[src/rtl/dl_pkg.sv]
// Shared definitions for the delay-line measurement path: scheduler state
// encoding and the default window / settle lengths that the capture datapath
// also sizes itself from.
package dl_pkg;

  typedef enum logic [2:0] {
    IDLE,
    LAUNCH,
    CAPTURE,
    READOUT,
    HOLDOFF
  } dl_sched_state_t;

  localparam int DL_LENGTH_DEFAULT  = 16;
  localparam int DL_HOLDOFF_DEFAULT = 64;

endpackage

[src/rtl/dl_auto_timer.sv]
// Periodic auto-trigger source. Counts 0..period-1 while enabled and flags the
// terminal count for one cycle. The period is latched at each wrap, so a new
// value on i_auto_period only takes effect at the next wrap or while disabled.
module dl_auto_timer #(
  parameter int P_PERIOD_W = 24
) (
  input  logic                  clk,
  input  logic                  i_nrst,
  input  logic                  i_auto_en,
  input  logic [P_PERIOD_W-1:0] i_auto_period,
  output logic                  o_auto_tick
);

  logic [P_PERIOD_W-1:0] cnt_q, cnt_d;
  logic [P_PERIOD_W-1:0] period_q, period_d;
  logic                  term;

  // Next counter / latched period, and the terminal-count tick.
  always_comb begin
    // NOTE: every signal gets a default first so no path through the
    // branches below can leave it unassigned and infer a latch.
    cnt_d    = cnt_q;
    period_d = period_q;
    term     = i_auto_en && (period_q != '0) && (cnt_q == period_q - 1'b1);

    if (!i_auto_en || (period_q == '0)) begin
      cnt_d    = '0;
      period_d = i_auto_period;
    end else if (term) begin
      cnt_d    = '0;
      period_d = i_auto_period;
    end else begin
      cnt_d = cnt_q + 1'b1;
    end
  end

  assign o_auto_tick = term;

  // Counter and latched period registers.
  always_ff @(posedge clk or negedge i_nrst) begin
    if (!i_nrst) begin
      cnt_q    <= '0;
      period_q <= '0;
    end else begin
      // NOTE: sequential state uses non-blocking assignments so every flop
      // samples the pre-edge values regardless of statement order.
      cnt_q    <= cnt_d;
      period_q <= period_d;
    end
  end

endmodule

[src/rtl/dl_capture_sched.sv]
// Delay-line measurement scheduler. Arbitrates manual and auto triggers, then
// per run issues a launch pulse, a P_DL_LENGTH-cycle capture window, a held
// result with valid/done handshake and a settle holdoff, repeated for a burst.
// All outputs come straight from flops.
module dl_capture_sched
  import dl_pkg::*;
#(
  parameter int P_DL_LENGTH = DL_LENGTH_DEFAULT,
  parameter int P_HOLDOFF   = DL_HOLDOFF_DEFAULT,
  parameter int P_PERIOD_W  = 24,
  parameter int P_BURST_W   = 8,
  parameter int P_DROP_W    = 8
) (
  input  logic                  clk,
  input  logic                  i_nrst,
  input  logic                  i_trig_manual,
  input  logic                  i_auto_en,
  input  logic [P_PERIOD_W-1:0] i_auto_period,
  input  logic [P_BURST_W-1:0]  i_burst_len,
  input  logic                  i_rd_done,
  input  logic                  i_abort,
  input  logic                  i_clr,
  output logic                  o_launch,
  output logic                  o_cap_en,
  output logic                  o_cap_valid,
  output logic                  o_busy,
  output logic [P_BURST_W-1:0]  o_burst_idx,
  output logic [P_DROP_W-1:0]   o_drop_cnt
);

  localparam int WIN_W  = $clog2(P_DL_LENGTH);
  localparam int HOLD_W = $clog2(P_HOLDOFF + 1);
  localparam logic [WIN_W-1:0]  WIN_LAST  = WIN_W'(P_DL_LENGTH - 1);
  localparam logic [HOLD_W-1:0] HOLD_LAST = HOLD_W'(P_HOLDOFF - 1);

  dl_sched_state_t       state_q, state_d;
  logic [WIN_W-1:0]      win_q, win_d;
  logic [HOLD_W-1:0]     hold_q, hold_d;
  logic [P_BURST_W-1:0]  idx_q, idx_d;
  logic [P_BURST_W-1:0]  len_q, len_d;
  logic                  pending_q, pending_d;
  logic [P_DROP_W-1:0]   drop_q, drop_d;
  logic                  launch_q, launch_d;
  logic                  cap_en_q, cap_en_d;
  logic                  cap_valid_q, cap_valid_d;
  logic                  busy_q, busy_d;
  logic                  drop_inc;
  logic                  auto_tick;

  dl_auto_timer #(
    .P_PERIOD_W (P_PERIOD_W)
  ) u_auto_timer (
    .clk           (clk),
    .i_nrst        (i_nrst),
    .i_auto_en     (i_auto_en),
    .i_auto_period (i_auto_period),
    .o_auto_tick   (auto_tick)
  );

  // Next-state, counters, arbitration and registered-output decode.
  always_comb begin
    state_d   = state_q;
    win_d     = win_q;
    hold_d    = hold_q;
    idx_d     = idx_q;
    len_d     = len_q;
    pending_d = pending_q;
    drop_inc  = 1'b0;

    case (state_q)
      IDLE: begin
        if (i_trig_manual || pending_q || auto_tick) begin
          state_d   = LAUNCH;
          len_d     = (i_burst_len == '0) ? P_BURST_W'(1) : i_burst_len;
          pending_d = 1'b0;
          win_d     = '0;
          // Only one request starts a run; any second one in the cycle is lost.
          drop_inc  = (i_trig_manual && pending_q) ||
                      (auto_tick && (i_trig_manual || pending_q));
        end
      end
      LAUNCH: begin
        state_d = CAPTURE;
        win_d   = WIN_W'(1);
      end
      CAPTURE: begin
        if (win_q == WIN_LAST) begin
          state_d = READOUT;
          win_d   = '0;
        end else begin
          win_d = win_q + 1'b1;
        end
      end
      READOUT: begin
        // First READOUT cycle only arms the handshake, so the consumer always
        // sees o_cap_valid before its done is honoured.
        if (win_q == '0) begin
          win_d = WIN_W'(1);
        end else if (i_rd_done) begin
          state_d = HOLDOFF;
          win_d   = '0;
          hold_d  = '0;
        end
      end
      HOLDOFF: begin
        if (hold_q == HOLD_LAST) begin
          hold_d = '0;
          if (({1'b0, idx_q} + 1'b1) < {1'b0, len_q}) begin
            idx_d   = idx_q + 1'b1;
            state_d = LAUNCH;
          end else begin
            idx_d   = '0;
            state_d = IDLE;
          end
        end else begin
          hold_d = hold_q + 1'b1;
        end
      end
      default: state_d = IDLE;
    endcase

    if (state_q != IDLE) begin
      if (i_abort) begin
        state_d   = IDLE;
        win_d     = '0;
        hold_d    = '0;
        idx_d     = '0;
        pending_d = 1'b0;
        drop_inc  = i_trig_manual || auto_tick;
      end else begin
        if (i_trig_manual) begin
          if (pending_q) drop_inc = 1'b1;
          else           pending_d = 1'b1;
        end
        if (auto_tick) drop_inc = 1'b1;
      end
    end

    drop_d = drop_q;
    if (drop_inc && (drop_q != '1)) drop_d = drop_q + 1'b1;
    if (i_clr) begin
      drop_d    = '0;
      pending_d = 1'b0;
    end

    launch_d    = (state_d == LAUNCH);
    cap_en_d    = (state_d == LAUNCH) || (state_d == CAPTURE);
    cap_valid_d = (state_d == READOUT);
    busy_d      = (state_d != IDLE);
  end

  // Scheduler state and output registers.
  always_ff @(posedge clk or negedge i_nrst) begin
    if (!i_nrst) begin
      state_q     <= IDLE;
      win_q       <= '0;
      hold_q      <= '0;
      idx_q       <= '0;
      len_q       <= '0;
      pending_q   <= 1'b0;
      drop_q      <= '0;
      launch_q    <= 1'b0;
      cap_en_q    <= 1'b0;
      cap_valid_q <= 1'b0;
      busy_q      <= 1'b0;
    end else begin
      state_q     <= state_d;
      win_q       <= win_d;
      hold_q      <= hold_d;
      idx_q       <= idx_d;
      len_q       <= len_d;
      pending_q   <= pending_d;
      drop_q      <= drop_d;
      launch_q    <= launch_d;
      cap_en_q    <= cap_en_d;
      cap_valid_q <= cap_valid_d;
      busy_q      <= busy_d;
    end
  end

  assign o_launch    = launch_q;
  assign o_cap_en    = cap_en_q;
  assign o_cap_valid = cap_valid_q;
  assign o_busy      = busy_q;
  assign o_burst_idx = idx_q;
  assign o_drop_cnt  = drop_q;

endmodule

[config.mk]
export PLATFORM = sky130hd
export DESIGN_NAME = dl_capture_sched
export DESIGN_NICKNAME = d
export VERILOG_FILES = /design/src/rtl/dl_pkg.sv /design/src/rtl/dl_auto_timer.sv /design/src/rtl/dl_capture_sched.sv
export SDC_FILE = /design/constraint.sdc
export NUM_CORES = 1
export LEC_CHECK = 0
export CAP_MARGIN = 20
export CORE_MARGIN = 4
export CORE_UTILIZATION = 57
export CTS_BUF_LIST = sky130_fd_sc_hd__clkbuf_4 sky130_fd_sc_hd__clkbuf_8 sky130_fd_sc_hd__clkbuf_16
export DETAILED_ROUTE_END_ITERATION = 6
export HOLD_SLACK_MARGIN = 0.08
export PLACE_DENSITY = 0.8
export SLEW_MARGIN = 25
export SYNTH_ARGS = -nofsm -noshare
export SYNTH_HDL_FRONTEND = slang
export SYNTH_SLANG_ARGS = --single-unit
[constraint.sdc]
create_clock -name clk -period 3.55 [get_ports clk]
set_input_delay 0.5325 -clock clk [delete_from_list [all_inputs] [get_ports clk]]
set_output_delay 0.5325 -clock clk [all_outputs]
set_load 0.02 [all_outputs]
==> flow_summary.toml <==
[status]
status = "completed"

[clock_network]
cts_hold_buf = 0
numCtsBuffers = 9
cts_max_level = 3
clk_pin_slew_worst_paths_ns = 0.09
clock_path_buffers = 2
cts_root_buffer = "clkbuf_8"
insertion_delay_ns = 0.36
cts_tree = "done"
clkSinkCount = 91

[yosys]
netlist-cell-type-count = 69
synth_seq_area_share_pct = 42.06
synth_edf_count = 0
yosys_warnings = 0
yosysTopAreaCell = "dfrtp_1"
synthFlopType = "dfrtp_1"
ys_top_cells_by_area = "dfrtp_1 42%, mux2_1 5.0%, xor2_1 4.9%"
synth.avg_cell_area_um2 = 9.633
ys_ff_latch = 91
syn_area_um2 = 5414
yosysMostFrequentCell = "dfrtp_1"
async_flop_share_pct = 100.0
synth_fp_nets = 616
yosysTopAreaCellShare_pct = 42.06
synthTopCellsByCount = "91 x dfrtp_1, 61 x nor2_1, 32 x nand2_1, 30 x a21oi_1, 30 x xor2_1"
synth_cells = 562

[timing]
drv_slew = 0
rsz0062_at_grt = "no"
setup_viol = 0
worst_pin_slew_ns = 0.7673
worst_clock_skew_ns = 0.01422
max_clock_freq_ghz = 0.2938
hold_viol_final = 0
finalCritPeriodShare_pct = 95.87
maxSlewHeadroom_pct = 47.53
tns_ns = 0
fin_crit_ns = 3.403

[setup_path]
critPathKind = "register to register"
r2r_end = "u_auto_timer.period_q[16]"
endpoint_kind = "register"
crit_path_start_kind = "register"
ff2ff_path_depth = 11
cp_max_fo = 40
rrSetupSlack_ns = 0.15
rr_startpoint = "u_auto_timer.period_q[0]"
arrival_ns = 3.64
cp.required_ns = 3.78

[power]
irDropWorstVdd_mv = 0.2187
pwr_density_cell_nw_per_um2 = 444.0
power.total_mw = 2.839
power_leakage_nw = 2.660

[layout]
layout-drive-gt1-share_pct = 8.199
diodes = 0
fin_area_um2 = 6392
layoutNonFillerInstCount = 751
syn2layout_area_growth_pct = 18.07
nNetsFinal = 671

[placement]
placement.io_buffers = 58
dp_hpwl_um = 8640
post-place-cells = 735
gp_congestion = 0.8763
post_dp_cell_area_um2 = 6123

[floorplan]
dieHeight_um = 105.5
rows = 35
die_w_um = 105.5
start_util_pct = 58.59
die_area_um2 = 11120
io_pins = 59
core_area_um2 = 9240

[hold_path]
hold_path.class = "input pin to asynchronous set/reset pin"

[grt]
grt_pass1_wl_um = 19970
grt_pass1_vias = 4345
grt_max_degree = 61
grt_usage_pct = 21.56
grt.overflow.total = 0
antenna_found_initial = 0

[routing]
drt_iter0_drc = 187
vias = 4357
post_drt_wl_per_cell_um = 15.44
first_pass_iters = 4
viasPerCell = 5.802
ant_nets = 0
drc_errors = 0
wl_um = 11600

[job]
drv_cap = 0
metal layers:
| layer | track usage [%] | part of all wire, % | vias to the layer above |
|---|---|---|---|
| met3 | 3.491 | 4.0 | 13 |
| met5 | 0 | 0 | - |
| li1 | - | - | 2125 |
| met1 | 28.75 | 46 | 2133 |
| met2 | 36.16 | 49 | 86 |
| met4 | 6.560 | 1.2 | 0 |
what timing repair did:
action                                  CTS  global route
resized for setup                         0             3
endpoints found under the setup margin    0            37
buffers inserted                          0             0
per-stage QoR:
stage	utilization, %	hold slack (ns)	setup slack (ns)
after floorplan	-	0.2369	0.3784
after global placement	66.27	0.4604	0.2851
after detailed placement	66.27	0.4704	0.2093
after CTS	68.98	0.2640	0.1763
after global routing	69.18	0.2996	0.003871
final	69.18	0.2365	0.1466
sequential cells by signal (all words and copies together) (netlist names), 3 cells and up:
| register | cells |
|---|---|
| o_burst_idx | 8 |
| u_auto_timer.cnt_q | 24 |
| o_drop_cnt | 8 |
| hold_q | 7 |
| state_q | 3 |
| len_q | 8 |
| u_auto_timer.period_q | 24 |
| win_q | 4 |
layout by cell type, fill, tap and decap left out, types with 23 or more instances in the layout:
master | Yosys | routed
dfrtp_1 | 91 | 91
nor2_1 | 61 | 61
clkdlybuf4s50_1 | 0 | 57
nand2_1 | 32 | 31
xor2_1 | 30 | 30
a21oi_1 | 30 | 30
o21ai_0 | 28 | 28
xnor2_1 | 25 | 25
mux2_1 | 24 | 24
nand3_1 | 23 | 23
power breakdown:
group | leakage (nW) | internal (mW) | switching [mW]
combinational | 1.35 | 0.322 | 0.365
sequential | 1.19 | 1.16 | 0.128
clock | 0.124 | 0.504 | 0.364
total | 2.66 | 1.98 | 0.858
area by class of cell:
class / instances / area (um^2)
Clock buffer: 12 / 152.6
Multi-Input combinational cell: 428 / 2967
Sequential cell: 91 / 2277
Timing Repair Buffer: 68 / 665.6
Tap cell: 129 / 161.4
Fill cell: 708 / 2848
Clock inverter: 4 / 97.59
Inverter: 19 / 71.32
how the worst max path moves through the flow:
stage                             start                        end  slack (ns)  depth (start not counted)
2_1_floorplan  u_auto_timer.period_q[0]  u_auto_timer.period_q[10]        0.38                         12
3_3_place_gp   u_auto_timer.period_q[4]   u_auto_timer.period_q[4]        0.29                          9
3_5_place_dp   u_auto_timer.period_q[2]   u_auto_timer.period_q[3]        0.21                          9
4_1_cts        u_auto_timer.period_q[2]   u_auto_timer.period_q[3]        0.18                          9
5_1_grt        u_auto_timer.period_q[0]  u_auto_timer.period_q[23]       0.004                         11
6_report       u_auto_timer.period_q[0]  u_auto_timer.period_q[16]        0.15                         11
cell families after synthesis:
family                   count (synthesis)  synth area share, %
XOR/XNOR                                55                8.898
AND/OR/NAND/NOR                        215                21.40
buffers and inverters                   43                3.536
adder cells (fa/ha/maj)                 15                3.467
flip-flops                              91                42.06
multiplexers                            32                6.656
AO/OA/AOI/OAI                          111                13.98
critical path, stage by stage (launching register included):
cell and delay (ns):
dfrtp_1 0.46, inv_1 0.13, ha_1 0.22, or3b_1 0.46
or3_1 0.37, a21oi_1 0.18, a2bb2oi_2 0.21, nand4_4 0.14
or3_1 0.43, nand2_2 0.10, buf_12 0.21, mux2_1 0.34
No activity file was read; power rests on OpenSTA's default activity.
